### src/rtl/mem_port_arbiter.sv
// ---------------------------------------------------------------------------
// mem_port_arbiter
//   Shares one single-ported instruction/data memory between the fetch stage
//   and the MEM stage. One requester is granted at a time; the winner's
//   address/data are latched and held for a fixed MEM_LAT-cycle access, the
//   read word is captured in the last access cycle, and the owner's done
//   output pulses for exactly one cycle afterwards.
//
// Ports
//   clk, rst                 clock (rising edge), async active-low reset
//   if_req/if_addr           fetch request (level) and address
//   if_done/if_rdata         fetch completion pulse and fetched word
//   d_req/d_we/d_addr/d_wdata  data request, store flag, address, store data
//   d_done/d_rdata           data completion pulse and load word
//   mem_sel                  mux select toward memory: 0 = fetch, 1 = data
//   mem_en/mem_we            memory enable / write enable
//   mem_addr/mem_wdata       latched address / store data toward memory
//   mem_rdata                memory read data
// All outputs are registered.
// ---------------------------------------------------------------------------
module mem_port_arbiter #(
  parameter int ADDR_W  = 32,
  parameter int DATA_W  = 32,
  parameter int MEM_LAT = 2
) (
  input  logic              clk,
  input  logic              rst,
  input  logic              if_req,
  input  logic [ADDR_W-1:0] if_addr,
  output logic              if_done,
  output logic [DATA_W-1:0] if_rdata,
  input  logic              d_req,
  input  logic              d_we,
  input  logic [ADDR_W-1:0] d_addr,
  input  logic [DATA_W-1:0] d_wdata,
  output logic              d_done,
  output logic [DATA_W-1:0] d_rdata,
  output logic              mem_sel,
  output logic              mem_en,
  output logic              mem_we,
  output logic [ADDR_W-1:0] mem_addr,
  output logic [DATA_W-1:0] mem_wdata,
  input  logic [DATA_W-1:0] mem_rdata
);

  typedef enum logic [1:0] {
    IDLE = 2'd0,
    BUSY = 2'd1,
    DONE = 2'd2
  } state_t;

  // Counter preload: BUSY spans MEM_LAT cycles, counting down to zero.
  localparam logic [3:0] LAT_M1 = 4'(MEM_LAT - 1);

  state_t            state_r, state_nxt_s;
  logic [3:0]        cnt_r, cnt_nxt_s;
  logic              last_d_r, last_d_nxt_s;
  logic              grant_d_s;
  logic              sel_nxt_s, en_nxt_s, we_nxt_s;
  logic              if_done_nxt_s, d_done_nxt_s;
  logic [ADDR_W-1:0] addr_nxt_s;
  logic [DATA_W-1:0] wdata_nxt_s, if_rdata_nxt_s, d_rdata_nxt_s;

  // Data wins a tie unless it won the previous grant (alternating fairness).
  assign grant_d_s = d_req & (~if_req | ~last_d_r);

  // Next-state and next-output logic for the IDLE -> BUSY -> DONE sequence.
  always_comb begin
    state_nxt_s    = state_r;
    cnt_nxt_s      = cnt_r;
    last_d_nxt_s   = last_d_r;
    sel_nxt_s      = mem_sel;
    en_nxt_s       = 1'b0;
    we_nxt_s       = 1'b0;
    addr_nxt_s     = mem_addr;
    wdata_nxt_s    = mem_wdata;
    if_done_nxt_s  = 1'b0;
    d_done_nxt_s   = 1'b0;
    if_rdata_nxt_s = if_rdata;
    d_rdata_nxt_s  = d_rdata;
    case (state_r)
      IDLE: begin
        if (if_req | d_req) begin
          state_nxt_s  = BUSY;
          cnt_nxt_s    = LAT_M1;
          last_d_nxt_s = grant_d_s;
          sel_nxt_s    = grant_d_s;
          en_nxt_s     = 1'b1;
          if (grant_d_s) begin
            we_nxt_s    = d_we;
            addr_nxt_s  = d_addr;
            wdata_nxt_s = d_wdata;
          end else begin
            we_nxt_s    = 1'b0;
            addr_nxt_s  = if_addr;
            wdata_nxt_s = {DATA_W{1'b0}};
          end
        end else begin
          state_nxt_s = IDLE;
        end
      end
      BUSY: begin
        if (cnt_r == 4'd0) begin
          // Last access cycle: memory data is valid now, hand it to the owner.
          state_nxt_s = DONE;
          if (!mem_sel) begin
            if_rdata_nxt_s = mem_rdata;
            if_done_nxt_s  = 1'b1;
          end else begin
            d_done_nxt_s = 1'b1;
            if (!mem_we) begin
              d_rdata_nxt_s = mem_rdata;
            end else begin
              d_rdata_nxt_s = d_rdata;
            end
          end
        end else begin
          cnt_nxt_s = cnt_r - 4'd1;
          en_nxt_s  = 1'b1;
          we_nxt_s  = mem_we;
        end
      end
      DONE: begin
        state_nxt_s = IDLE;
      end
      default: begin
        state_nxt_s = IDLE;
      end
    endcase
  end

  // State, bookkeeping and registered outputs; reset aborts any access.
  always_ff @(posedge clk or negedge rst) begin
    if (!rst) begin
      state_r   <= IDLE;
      cnt_r     <= 4'd0;
      last_d_r  <= 1'b0;
      mem_sel   <= 1'b0;
      mem_en    <= 1'b0;
      mem_we    <= 1'b0;
      mem_addr  <= {ADDR_W{1'b0}};
      mem_wdata <= {DATA_W{1'b0}};
      if_done   <= 1'b0;
      d_done    <= 1'b0;
      if_rdata  <= {DATA_W{1'b0}};
      d_rdata   <= {DATA_W{1'b0}};
    end else begin
      state_r   <= state_nxt_s;
      cnt_r     <= cnt_nxt_s;
      last_d_r  <= last_d_nxt_s;
      mem_sel   <= sel_nxt_s;
      mem_en    <= en_nxt_s;
      mem_we    <= we_nxt_s;
      mem_addr  <= addr_nxt_s;
      mem_wdata <= wdata_nxt_s;
      if_done   <= if_done_nxt_s;
      d_done    <= d_done_nxt_s;
      if_rdata  <= if_rdata_nxt_s;
      d_rdata   <= d_rdata_nxt_s;
    end
  end

endmodule
### config.mk
export PLATFORM = sky130hd
export DESIGN_NAME = mem_port_arbiter
export DESIGN_NICKNAME = d
export VERILOG_FILES = /design/src/rtl/mem_port_arbiter.sv
export SDC_FILE = /design/constraint.sdc
export NUM_CORES = 1
export LEC_CHECK = 0
export BUFFER_PORTS_ARGS = -buffer_cell sky130_fd_sc_hd__clkbuf_2
export CORE_MARGIN = 3
export CORE_UTILIZATION = 45
export CTS_CLUSTER_SIZE = 20
export DETAILED_ROUTE_END_ITERATION = 16
export PLACE_DENSITY = 0.78
export SETUP_SLACK_MARGIN = 0.2
export SYNTH_ARGS = -nofsm -noshare
export SYNTH_HDL_FRONTEND = slang
export SYNTH_SLANG_ARGS = --single-unit
### constraint.sdc
create_clock -name clk -period 2.74 [get_ports clk]
set_clock_uncertainty 0.15 [all_clocks]
set_input_delay 0.274 -clock clk [delete_from_list [all_inputs] [get_ports clk]]
set_output_delay 0.274 -clock clk [all_outputs]
set_load 0.02 [all_outputs]
# Word level (Yosys, flattened, before mapping)
# Cells that the tools add are included.
[op_classes] addsub=1 n_eq_ne=4 n_mux=21 n_bitwise=6 n_reduce_logical=7
[ops] cell="32-bit two-way mux" count=2
[ops] cell="1-bit two-way mux" count=12
[ops] cell="4-bit two-way mux" count=2
[ops] cell="4-bit one-hot mux with 2 select lines" count=1
[ops] cell="2-bit != test (second input constant)" count=3
[ops] cell="3-bit AND reduction" count=2
[ops] cell="4-bit logical NOT" count=1
[ops] cell="1-bit one-hot mux with 2 select lines" count=2
[ops] cell="2-bit one-hot mux with 2 select lines" count=1
[ops] cell="4-bit AND reduction" count=1
[ops] cell="4-bit by 1-bit subtractor with 4-bit output (second input constant)" count=1
[ops] cell="1-bit inverter" count=3
[ops] cell="2-bit by 1-bit == test with 1-bit output (second input constant)" count=1
[ops] cell="2-bit logical NOT" count=1
[ops] cell="2-bit two-way mux" count=1
[ops] cell="1-bit bitwise OR" count=2
[ops] cell="2-bit AND reduction" count=1
[ops] cell="2-bit nonzero test" count=1
[ops] cell="1-bit AND" count=1
[word_totals] register_bits=139 input_bits=133 output_inout_bits=133 word_cells=50

# Logic depth before layout (Yosys ltp)
# Gate-level depths: netlist of run 1.
[logic_depth] depth_word=6 ltp_mapped=7 mapped_depth_nobuf=5

# Worst setup path after synthesis of run 1
# No wires, ideal clock.
[synth_timing] kind="register -> register" from="reg cnt_r[0]" to="reg if_rdata[10]" arrival_time_ns=1.927 setup_slack_ns=0.538 path_stages_with_launch=8 n_path_buf=2 synth_period_minus_slack_ns=2.202 path_cell_list="dfrtp_1 > inv_1 > ha_1 > or3b_4 > or3_1 > buf_6 > buf_12 > mux2_4"
[synth_via] elab_chain_len=2
[synth_rtl] item="start: declaration" line_no="56" source="logic [3:0] cnt_r, cnt_nxt_s;"
[synth_rtl] item="start signal: assignment" line_no="149" source="cnt_r <= cnt_nxt_s;"
[synth_rtl] item="4-bit logical NOT" line_no="103" source="if (cnt_r == 4'd0) begin"
[synth_rtl] item="3-bit AND reduction (no source line)"
[synth_rtl] item="end signal: assignment" line_no="145" source="if_rdata <= {DATA_W{1'b0}};"
[synth_rtl] item="end signal: assignment" line_no="158" source="if_rdata <= if_rdata_nxt_s;"
[synth_rtl] item="end: declaration" line_no="31" source="output logic [DATA_W-1:0] if_rdata,"
# No other way between the ends.
# A chain may end at the register's enable or synchronous reset.

# Worst setup path after layout of run 1
[layout_timing] from="reg cnt_r[0]" to="reg if_rdata[20]"
# The elaborated chain is that of the path after synthesis.

==> results of run 1 <==
[synthesized netlist by cell type (all sizes together) (2+ instances only)]
library cell / instances / share of area
a31oi: 32 / 0.036
a21oi: 33 / 0.029
or3: 2 / 0.0025
inv: 4 / 0.0027
nor3: 2 / 0.0027
nand2: 69 / 0.046
clkbuf: 25 / 0.017
buf: 6 / 0.014
mux2: 64 / 0.15
a22o: 33 / 0.051
nor2: 3 / 0.0020
dfrtp: 139 / 0.62
[power by group]
| group | switching, mW | total, mW | internal [mW] |
|---|---|---|---|
| clock | 0.885 | 2.34 | 1.46 |
| sequential | 0.721 | 3.81 | 3.09 |
| combinational | 3.00 | 5.39 | 2.39 |
[how the worst min path moves through the flow]
stage / startpoint / to / slack, ps / depth (start not counted)
final: rst / if_rdata[31]$_DFFE_PN0P_ / 210 / 2
after global routing: rst / if_rdata[28]$_DFFE_PN0P_ / 230 / 2
after CTS: rst / if_rdata[31]$_DFFE_PN0P_ / 180 / 2
after detailed placement: rst / if_rdata[5]$_DFFE_PN0P_ / 50 / 1
after global placement: rst / if_rdata[28]$_DFFE_PN0P_ / 50 / 1
after floorplan: rst / cnt_r[0]$_DFFE_PN0P_ / -170 / 0
[registers in the layout (all words and copies together), names as in the netlist]
register   cells
cnt_r          4
state_r        2
d_done         1
if_done        1
mem_addr      32
d_rdata       32
if_rdata      32
last_d_r       1
mem_wdata     32
mem_en         1
mem_we         1
[cell type report]
type | instances | area share
Tap cell | 168 | 0.0233
Timing Repair Buffer | 404 | 0.303
Inverter | 4 | 0.00167
Sequential cell | 139 | 0.386
Clock inverter | 14 | 0.0189
Multi-Input combinational cell | 258 | 0.218
Clock buffer | 18 | 0.0488
[logic make-up after synthesis]
family | share of synthesized area
AOI/OAI and AO/OA | 0.128
muxes | 0.150
DFF | 0.620
and+or+nand+nor | 0.0664
buffers and inverters | 0.0339
adders and majority gates | 0.00223
[what timing repair did]
action,4_1_cts,5_1_grt
hold buffers,130,0
resized for setup,0,1
endpoints found under the setup margin,0,1
endpoints found under the hold margin,169,0
[routing by layer]
metal  track usage  routed length (µm)
met5             0                   0
met4         0.108                 571
met3        0.0706                1590
met1         0.329                7240
met2         0.491                9960
[per-stage QoR]
stage               area (µm²)  power (mW)
detailed placement        7090        8.41
global placement          7090        8.23
finish                    9000        11.5
CTS                       9000        11.4
global route              9000        12.1
floorplan                 5610        6.74
[critical path, cell delays in order (launching register included)]
cell and delay (ps):
dfrtp_1 400, inv_1 70, ha_1 200, or3b_4 410, or3_2 490, buf_12 200
mux2_4 340
==> flow_summary.yaml, run 1 <==
run_status:
  status: "finished, final reports clean"
routing:
  drc: 0
  wl_per_cell_um: 19.3
  drt_iter0_markers: 453
  via_per_inst: 5.34
  drt_wl_total_um: 19400
  vias: 5371
  firstDrtPassIters: 5
  drtAntennaViolNets: 0
yosys:
  synthCells: 432
  syn_area_um2: 5610
  synth_warnings: 0
  syn_nets: 566
  synth_flop_cell: "dfrtp_1"
  yosysUniqueCellTypes: 37
  async_flop_share: 1.00
  ys_ff_latch: 139
  synth.avg_cell_area_um2: 13.0
  synth_edf_count: 0
  ys_seq_area_frac: 0.620
worst_setup_path:
  crit_fanout: 33
  worst_ep_required_time_ps: 2880
  crit_type: "reg -> reg"
  crit_path_end: "if_rdata[20]$_DFFE_PN0P_"
  rr_worst_depth: 6
  reg2reg_slack_ps: 320
  start_kind: "flop"
  worst_ep_arrival_time_ps: 2560
  crit_start: "cnt_r[0]$_DFFE_PN0P_"
  r2r_end: "if_rdata[20]$_DFFE_PN0P_"
  r2r-start: "cnt_r[0]$_DFFE_PN0P_"
  worstSetupEndpointType: "flop"
cells_and_area:
  antennaDiodeCount: 0
  multi_input_area_um2: 1970
  finish.utilization: 0.743
  final-seq-area_um2: 3480
  mostFrequentLayoutCell: "clkbuf_2"
  layout.cells.non_filler: 1005
  area_growth_pct: 60.4
  drive_gt1_frac: 0.454
  nFillCells: 754
  final_nets: 958
  final_cell_mix: "clkbuf_2 (264), dfrtp_1 (139), dlygate4sd3_1 (130)"
timing:
  rsz0062_at_grt: "false"
  fin_setup_tns_ps: 0
  slew_headroom: 0.528
  fmaxAchievable_ghz: 0.413
  setup_viol: 0
  tightest_slew_ps: 707
  setup_ws_ps: 317
  maxSlewViolCount: 0
  fin_crit_sh: 0.884
  period_needed_ps: 2420
  hold_viol: 0
  hold-worst-slack_ps: 208
placed_design:
  dp_slack_ps: 351
  portBuffers: 265
  gp_congestion: 0.834
  dp_hpwl_um: 10700
  post-place-cells: 843
grt:
  grt_max_degree: 73
  antenna_found_initial: 0
  grt_pass1_wl_um: 30800
  overflow: 0
  grt_pass1_vias: 5717
  grtUsageTotal: 0.279
floorplanning:
  io_pins: 266
  die_x_um: 118
  start_util: 0.464
  die_h_um: 118
  rows: 40
  die_area_um2: 13900
  coreArea_um2: 12100
power_and_ir_drop:
  ir_worst_vdd_mv: 0.774
  powerDensity_nw_per_um2: 1280
  p_leak_nw: 4.53
clock_tree:
  cts_made_buffers: 17
  clockRootBuffer: "clkbuf_16"
  htreeDepth: 4
  post-cts-setup-buffer-count: 0
  clkSinkCount: 139
  clockBufferDepth: 2
  path_clk_slew_ps: 60
  cts_tree: "yes"
  insertion_delay_ps: 410
flow_run:
  cap_violations: 0
min_path:
  hold_class: "in -> async"
Note: power is estimated with default switching activity, not from simulation.
==> run 2, diff against run 1 <==
Settings changed: ABC_AREA from default to 1, CORE_UTILIZATION 45 to 47, PLACE_DENSITY 0.78 to 0.81.
==> run 2 against run 1 <==
  * Synthesized area increased by 1.5%
  * Non-clock buffer count decreased by 20
  * Sequential power decreased by 3%
  * Die area decreased by 2.7%
  * Core utilization increased by 1.4 points
  * Synthesized cell count increased by 54%
  * Sequential share of layout area increased by 0.90 points
  * Highest routed layer unchanged
  * Hold slack got worse by 200 ps
==> flow_summary.yaml, run 2 <==
power_and_ir_drop:
  p_int_mw: 5.89
  seqPwrFrac: 0.349
  switching_share: 0.442
  ir_worst_vdd_mv: 0.591
  p_switching_mw: 4.68
  clkPwrFrac: 0.209
  total_power_mw: 10.6
  comb_power_share: 0.443
  p_leak_nw: 5.06
  powerDensity_nw_per_um2: 1200
clock_tree:
  clockBufferDepth: 2
  post-cts-setup-buffer-count: 0
  clkSinkCount: 139
  clockRootBuffer: "clkbuf_16"
  cts_tree: "yes"
  insertion_delay_ps: 410
  htreeDepth: 4
  path_clk_slew_ps: 60
  cts_made_buffers: 17
routing:
  drtAntennaViolNets: 0
  drc: 0
  vias: 6006
  drt_wl_total_um: 18200
  drt_iter0_markers: 545
  wl_per_cell_um: 15.3
  firstDrtPassIters: 5
  via_per_inst: 5.05
worst_setup_path:
  crit_type: "reg -> reg"
  rr_worst_depth: 9
  worstSetupEndpointType: "flop"
  crit_fanout: 34
  crit_top_cell: "nand2_1"
  reg2reg_slack_ps: 420
  r2r_end: "mem_addr[1]$_DFFE_PN0P_"
  r2r-start: "last_d_r$_DFFE_PN0P_"
  cp_slowest_stage_delay_ps: 560
  worst_ep_required_time_ps: 2940
  crit_path_top_delay_cell: "dlygate4sd3_1"
  start_kind: "flop"
  worst_ep_arrival_time_ps: 2530
  path_cells: "nand2_1 > nand2_1 > inv_2 > buf_4 > nand2_1 > nand2_1 > dlygate4sd3_1 > nand2_1 > nand2_1"
placed_design:
  portBuffers: 265
  dp_hpwl_um: 10900
  post-place-cells: 1049
  gp_congestion: 0.813
  dp_slack_ps: 762
floorplanning:
  start_util: 0.491
  coreArea_um2: 11600
  die_x_um: 116
  rows: 39
  die_h_um: 116
  die_area_um2: 13500
  io_pins: 266
timing:
  fin_crit_sh: 0.848
  tightest_slew_ps: 752
  setup_ws_ps: 417
  setup_viol: 0
  rsz0062_at_grt: "false"
  slew_headroom: 0.499
  hold_viol: 0
  fmaxAchievable_ghz: 0.430
  maxSlewViolCount: 0
  period_needed_ps: 2320
  fin_setup_tns_ps: 0
yosys:
  synth_edf_count: 0
  ys_ff_latch: 139
  synthMuxAreaShare: 0
  synth_xor_area_frac: 0.00154
  synthSimpleGateAreaFrac: 0.262
  async_flop_share: 1.00
  synth_flop_cell: "dfrtp_1"
  synth-compound-area-share: 0.0643
  synth_top_area_cell: "dfrtp_1"
  synth_warnings: 0
  syn_nets: 801
  yosysUniqueCellTypes: 21
  synthCells: 667
  synth.most_common_cell: "nand2_1"
  synth_area_leaders: "dfrtp_1 (61%), nand2_1 (22%), o21ai_1 (3.3%)"
  ys_seq_area_frac: 0.610
  synth.avg_cell_area_um2: 8.54
  synth_top_area_frac: 0.610
  synthTopCellsByCount: "nand2_1 (330), dfrtp_1 (139), inv_1 (38), o21ai_1 (38), nand3_1 (36)"
  synth_adder_area_share: 0.00220
  syn_area_um2: 5700
  synth_top_family_by_area: "simple AND/OR/NAND/NOR gates"
grt:
  antenna_found_initial: 0
  grt_pass1_wl_um: 28700
  grtUsageTotal: 0.272
  grt_pass1_vias: 5899
  grt_max_degree: 84
  overflow: 0
cells_and_area:
  drive_gt1_frac: 0.307
  mostFrequentLayoutCell: "nand2_1"
  antennaDiodeCount: 0
  final_cell_mix: "nand2_1 (329), clkbuf_2 (264), dfrtp_1 (139)"
  finish.utilization: 0.758
  area_growth_pct: 54.4
  final_nets: 1168
  nFillCells: 726
  layout.cells.non_filler: 1190
run_status:
  status: "finished, final reports clean"
min_path:
  hp-start: "if_addr[26]"
  hold_class: "in -> reg"
  holdPathEnd: "mem_addr[26]$_DFFE_PN0P_"
  holdPathStages: 5
flow_run:
  cap_violations: 0
## run 2: cell count changes after synthesis, sizes merged, moves of 6 or more
cell    change
inv        +37
a31oi      -32
a21oi      -33
a22o       -33
o21ai      +69
clkbuf     -12
nor2        +6
nand2     +263
mux2       -64
buf        +17
nand3      +36
## run 2: through the flow
stage / hold WS, ps / cell area (µm²)
final: 11.9 / 8800
after global routing: 24.6 / 8800
after CTS: 0.919 / 8800
after detailed placement: 213 / 7140
after global placement: 210 / 7140
after floorplan: -172 / 5700
## run 2: repair_timing
action / CTS / global route
gates resized for setup: 0 / 0
endpoints found under the hold margin: 198 / 0
hold buffers: 109 / 0
## run 2: final cells by class
cell class,instances,area (µm²),share of cell area
flip-flops and latches,139,3480,0.395
repair buffers,384,2520,0.287
multi-input cells,451,1890,0.215
clock buffers,18,439,0.0499
well taps,143,179,0.0203
inverters,41,154,0.0175
clock inverters,14,135,0.0154
## run 2: worst max-delay path: cells and delay by family, from the launching register on
family,cells,cell delay (ps)
simple gates,6,490
buf+inv,3,1200
flops,1,410
## run 2: logic make-up after synthesis
group	after synthesis
adders and majority gates	1
xor gates and xnor gates	1
buffers and inverters	77
AOI/OAI and AO/OA	70
DFF	139
and+or+nand+nor	379
## run 2: worst max path at each step
stage / startpoint / to / slack [ps] / depth (start not counted)
after floorplan: cnt_r[0]$_DFFE_PN0P_ / if_rdata[21]$_DFFE_PN0P_ / 1130 / 9
after global placement: cnt_r[0]$_DFFE_PN0P_ / d_rdata[19]$_DFFE_PN0P_ / 830 / 8
after detailed placement: cnt_r[0]$_DFFE_PN0P_ / d_rdata[24]$_DFFE_PN0P_ / 760 / 8
after CTS: last_d_r$_DFFE_PN0P_ / mem_addr[1]$_DFFE_PN0P_ / 540 / 9
after global routing: last_d_r$_DFFE_PN0P_ / mem_addr[1]$_DFFE_PN0P_ / 310 / 9
final: last_d_r$_DFFE_PN0P_ / mem_addr[1]$_DFFE_PN0P_ / 420 / 9
## run 2: power by group through the flow
stage | registers, mW | clock network (mW) | logic, mW
floorplan | 4.79 | 0 | 1.70
global placement | 3.64 | 0 | 4.34
detailed placement | 3.66 | 0 | 4.45
CTS | 3.65 | 2.23 | 4.61
global route | 3.79 | 2.34 | 5.14
finish | 3.69 | 2.21 | 4.68
## run 2: per-layer routing
metal,up-vias,share of wire,global-route usage
met3,49,0.092,0.0731
met1,2807,0.37,0.324
li1,2804,-,-
met2,346,0.51,0.470
met4,0,0.029,0.111
met5,-,0,0
==> run 3, diff against run 2 <==
Settings changed: CORE_UTILIZATION 47 to 42, PLACE_DENSITY 0.81 to 0.76.
Clock period 2.74 ns to 1.9 ns, I/O delays scaled along.
==> run 3 against run 2 <==
  * Global-route usage fell by 0.77 points
  * Combinational power grew 50%
  * First-iteration DRC count is 18% lower
  * Critical path depth fell by 1
  * Critical path type unchanged
  * Largest power group unchanged
==> flow_summary.yaml, run 3 (synthesized netlist as in run 2, its figures left out) <==
timing:
  tightest_slew_ps: 603
  period_needed_ps: 1630
  fin_crit_sh: 0.859
  fmaxAchievable_ghz: 0.613
  rsz0062_at_grt: "false"
  setup_viol: 0
  hold_viol: 0
  fin_setup_tns_ps: 0
  maxSlewViolCount: 0
  slew_headroom: 0.597
routing:
  drt_iter0_markers: 445
  via_per_inst: 4.93
  firstDrtPassIters: 6
  vias: 6154
  drtAntennaViolNets: 0
  wl_per_cell_um: 16.1
  drc: 0
  drt_wl_total_um: 20100
floorplanning:
  rows: 41
  start_util: 0.441
  die_area_um2: 15000
  die_h_um: 122
  io_pins: 266
  die_x_um: 122
  coreArea_um2: 12900
clock_tree:
  cts_made_buffers: 17
  path_clk_slew_ps: 50
  htreeDepth: 4
  insertion_delay_ps: 410
  clockBufferDepth: 2
  clkSinkCount: 139
  cts_tree: "yes"
  clockRootBuffer: "clkbuf_16"
cells_and_area:
  nFillCells: 864
  drive_gt1_frac: 0.307
  final_cell_mix: "nand2_1 (329), clkbuf_2 (264), dfrtp_1 (139)"
  final_nets: 1195
  mostFrequentLayoutCell: "nand2_1"
  layout.cells.non_filler: 1248
  area_growth_pct: 61.5
min_path:
  holdPathStages: 3
  hold_class: "in -> reg"
power_and_ir_drop:
  clkPwrFrac: 0.207
  p_leak_nw: 5.23
  seqPwrFrac: 0.342
  comb_power_share: 0.452
  total_power_mw: 15.5
  switching_share: 0.436
  ir_worst_vdd_mv: 0.674
  p_switching_mw: 6.78
  powerDensity_nw_per_um2: 1690
  p_int_mw: 8.76
worst_setup_path:
  crit_type: "reg -> reg"
  r2r_end: "if_rdata[20]$_DFFE_PN0P_"
  worst_ep_required_time_ps: 2040
  worst_ep_arrival_time_ps: 1770
  reg2reg_slack_ps: 270
  r2r-start: "cnt_r[0]$_DFFE_PN0P_"
  crit_path_end: "if_rdata[20]$_DFFE_PN0P_"
  start_kind: "flop"
  crit_start: "cnt_r[0]$_DFFE_PN0P_"
  worstSetupEndpointType: "flop"
  crit_fanout: 33
  rr_worst_depth: 8
flow_run:
  cap_violations: 0
grt:
  grt_pass1_vias: 6202
  grt_pass1_wl_um: 30800
  overflow: 0
  grt_max_degree: 66
  antenna_found_initial: 0
  grtUsageTotal: 0.264
placed_design:
  dp_hpwl_um: 11200
  gp_congestion: 0.799
  portBuffers: 265
  post-place-cells: 1080
run_status:
  status: "finished, final reports clean"
==> run 3: cell count changes in the layout (fill, tap and decap cells not counted), moves of 2 or more <==
cell / before / now
inv_1: 37 / 35
buf_12: 2 / 6
dlygate4sd3_1: 109 / 130
inv_2: 4 / 6
clkbuf_16: 17 / 19
clkinv_2: 2 / 6
diode_2: 0 / 3
inv_6: 6 / 1
==> run 3: worst max-delay path, cell delays in order (launching register included) <==
cell and delay, ps:
dfrtp_1 390, inv_2 90, ha_4 140, nand2_2 90, nor2_4 150, nand2_2 120, buf_12 190, nand2_1 80
o21ai_1 80
==> run 3: layout make-up <==
| type | instances | area, µm² | area share |
|---|---|---|---|
| clock inverters | 12 | 123 | 0.0133 |
| multi-input cells | 451 | 1910 | 0.207 |
| clock buffers | 19 | 453 | 0.0492 |
| inverters | 41 | 154 | 0.0167 |
| well taps | 172 | 215 | 0.0234 |
| repair buffers | 411 | 2860 | 0.311 |
| flip-flops and latches | 139 | 3480 | 0.378 |
| diodes | 3 | 7.51 | 0.000816 |
==> run 3: worst min-delay path by stage <==
stage | from | end | slack (ps)
final | d_req | state_r[0]$_DFFE_PN0P_ | 70
after floorplan | rst | cnt_r[0]$_DFFE_PN0P_ | -260
after detailed placement | rst | d_rdata[29]$_DFFE_PN0P_ | -20
after global routing | if_req | state_r[0]$_DFFE_PN0P_ | 100
after global placement | rst | d_rdata[22]$_DFFE_PN0P_ | -20
after CTS | d_req | state_r[0]$_DFFE_PN0P_ | 70
==> run 3: routing by layer <==
layer	global-route usage	part of all wire	up-vias
met2	0.430	0.48	400
met4	0.118	0.032	0
met3	0.100	0.11	63
met5	0	0	-
li1	-	-	2861
met1	0.313	0.38	2830
==> run 3: what timing repair did <==
action,CTS,global route
hold endpoints to repair,268,0
setup buffers,0,2
hold buffers,130,0
resized for setup,0,6
setup endpoints to repair,0,65
==> run 3: through the flow <==
stage                     hold slack [ps]  instance area, µm²  setup slack [ps]   util
final                                74.9                9200               269  0.712
after global routing                  103                9200               203  0.711
after CTS                            65.9                9110               226  0.705
after detailed placement            -15.9                7240               243  0.560
after global placement              -15.6                7240               276  0.560
after floorplan                      -256                5700               285      -
==> run 3: power groups by stage <==
stage | clock network, mW | logic (mW) | registers, mW
finish | 3.21 | 7.02 | 5.31
global route | 3.39 | 7.65 | 5.45
CTS | 3.26 | 6.75 | 5.26
floorplan | 0 | 2.45 | 6.91
detailed placement | 0 | 6.55 | 5.27
global placement | 0 | 6.39 | 5.25
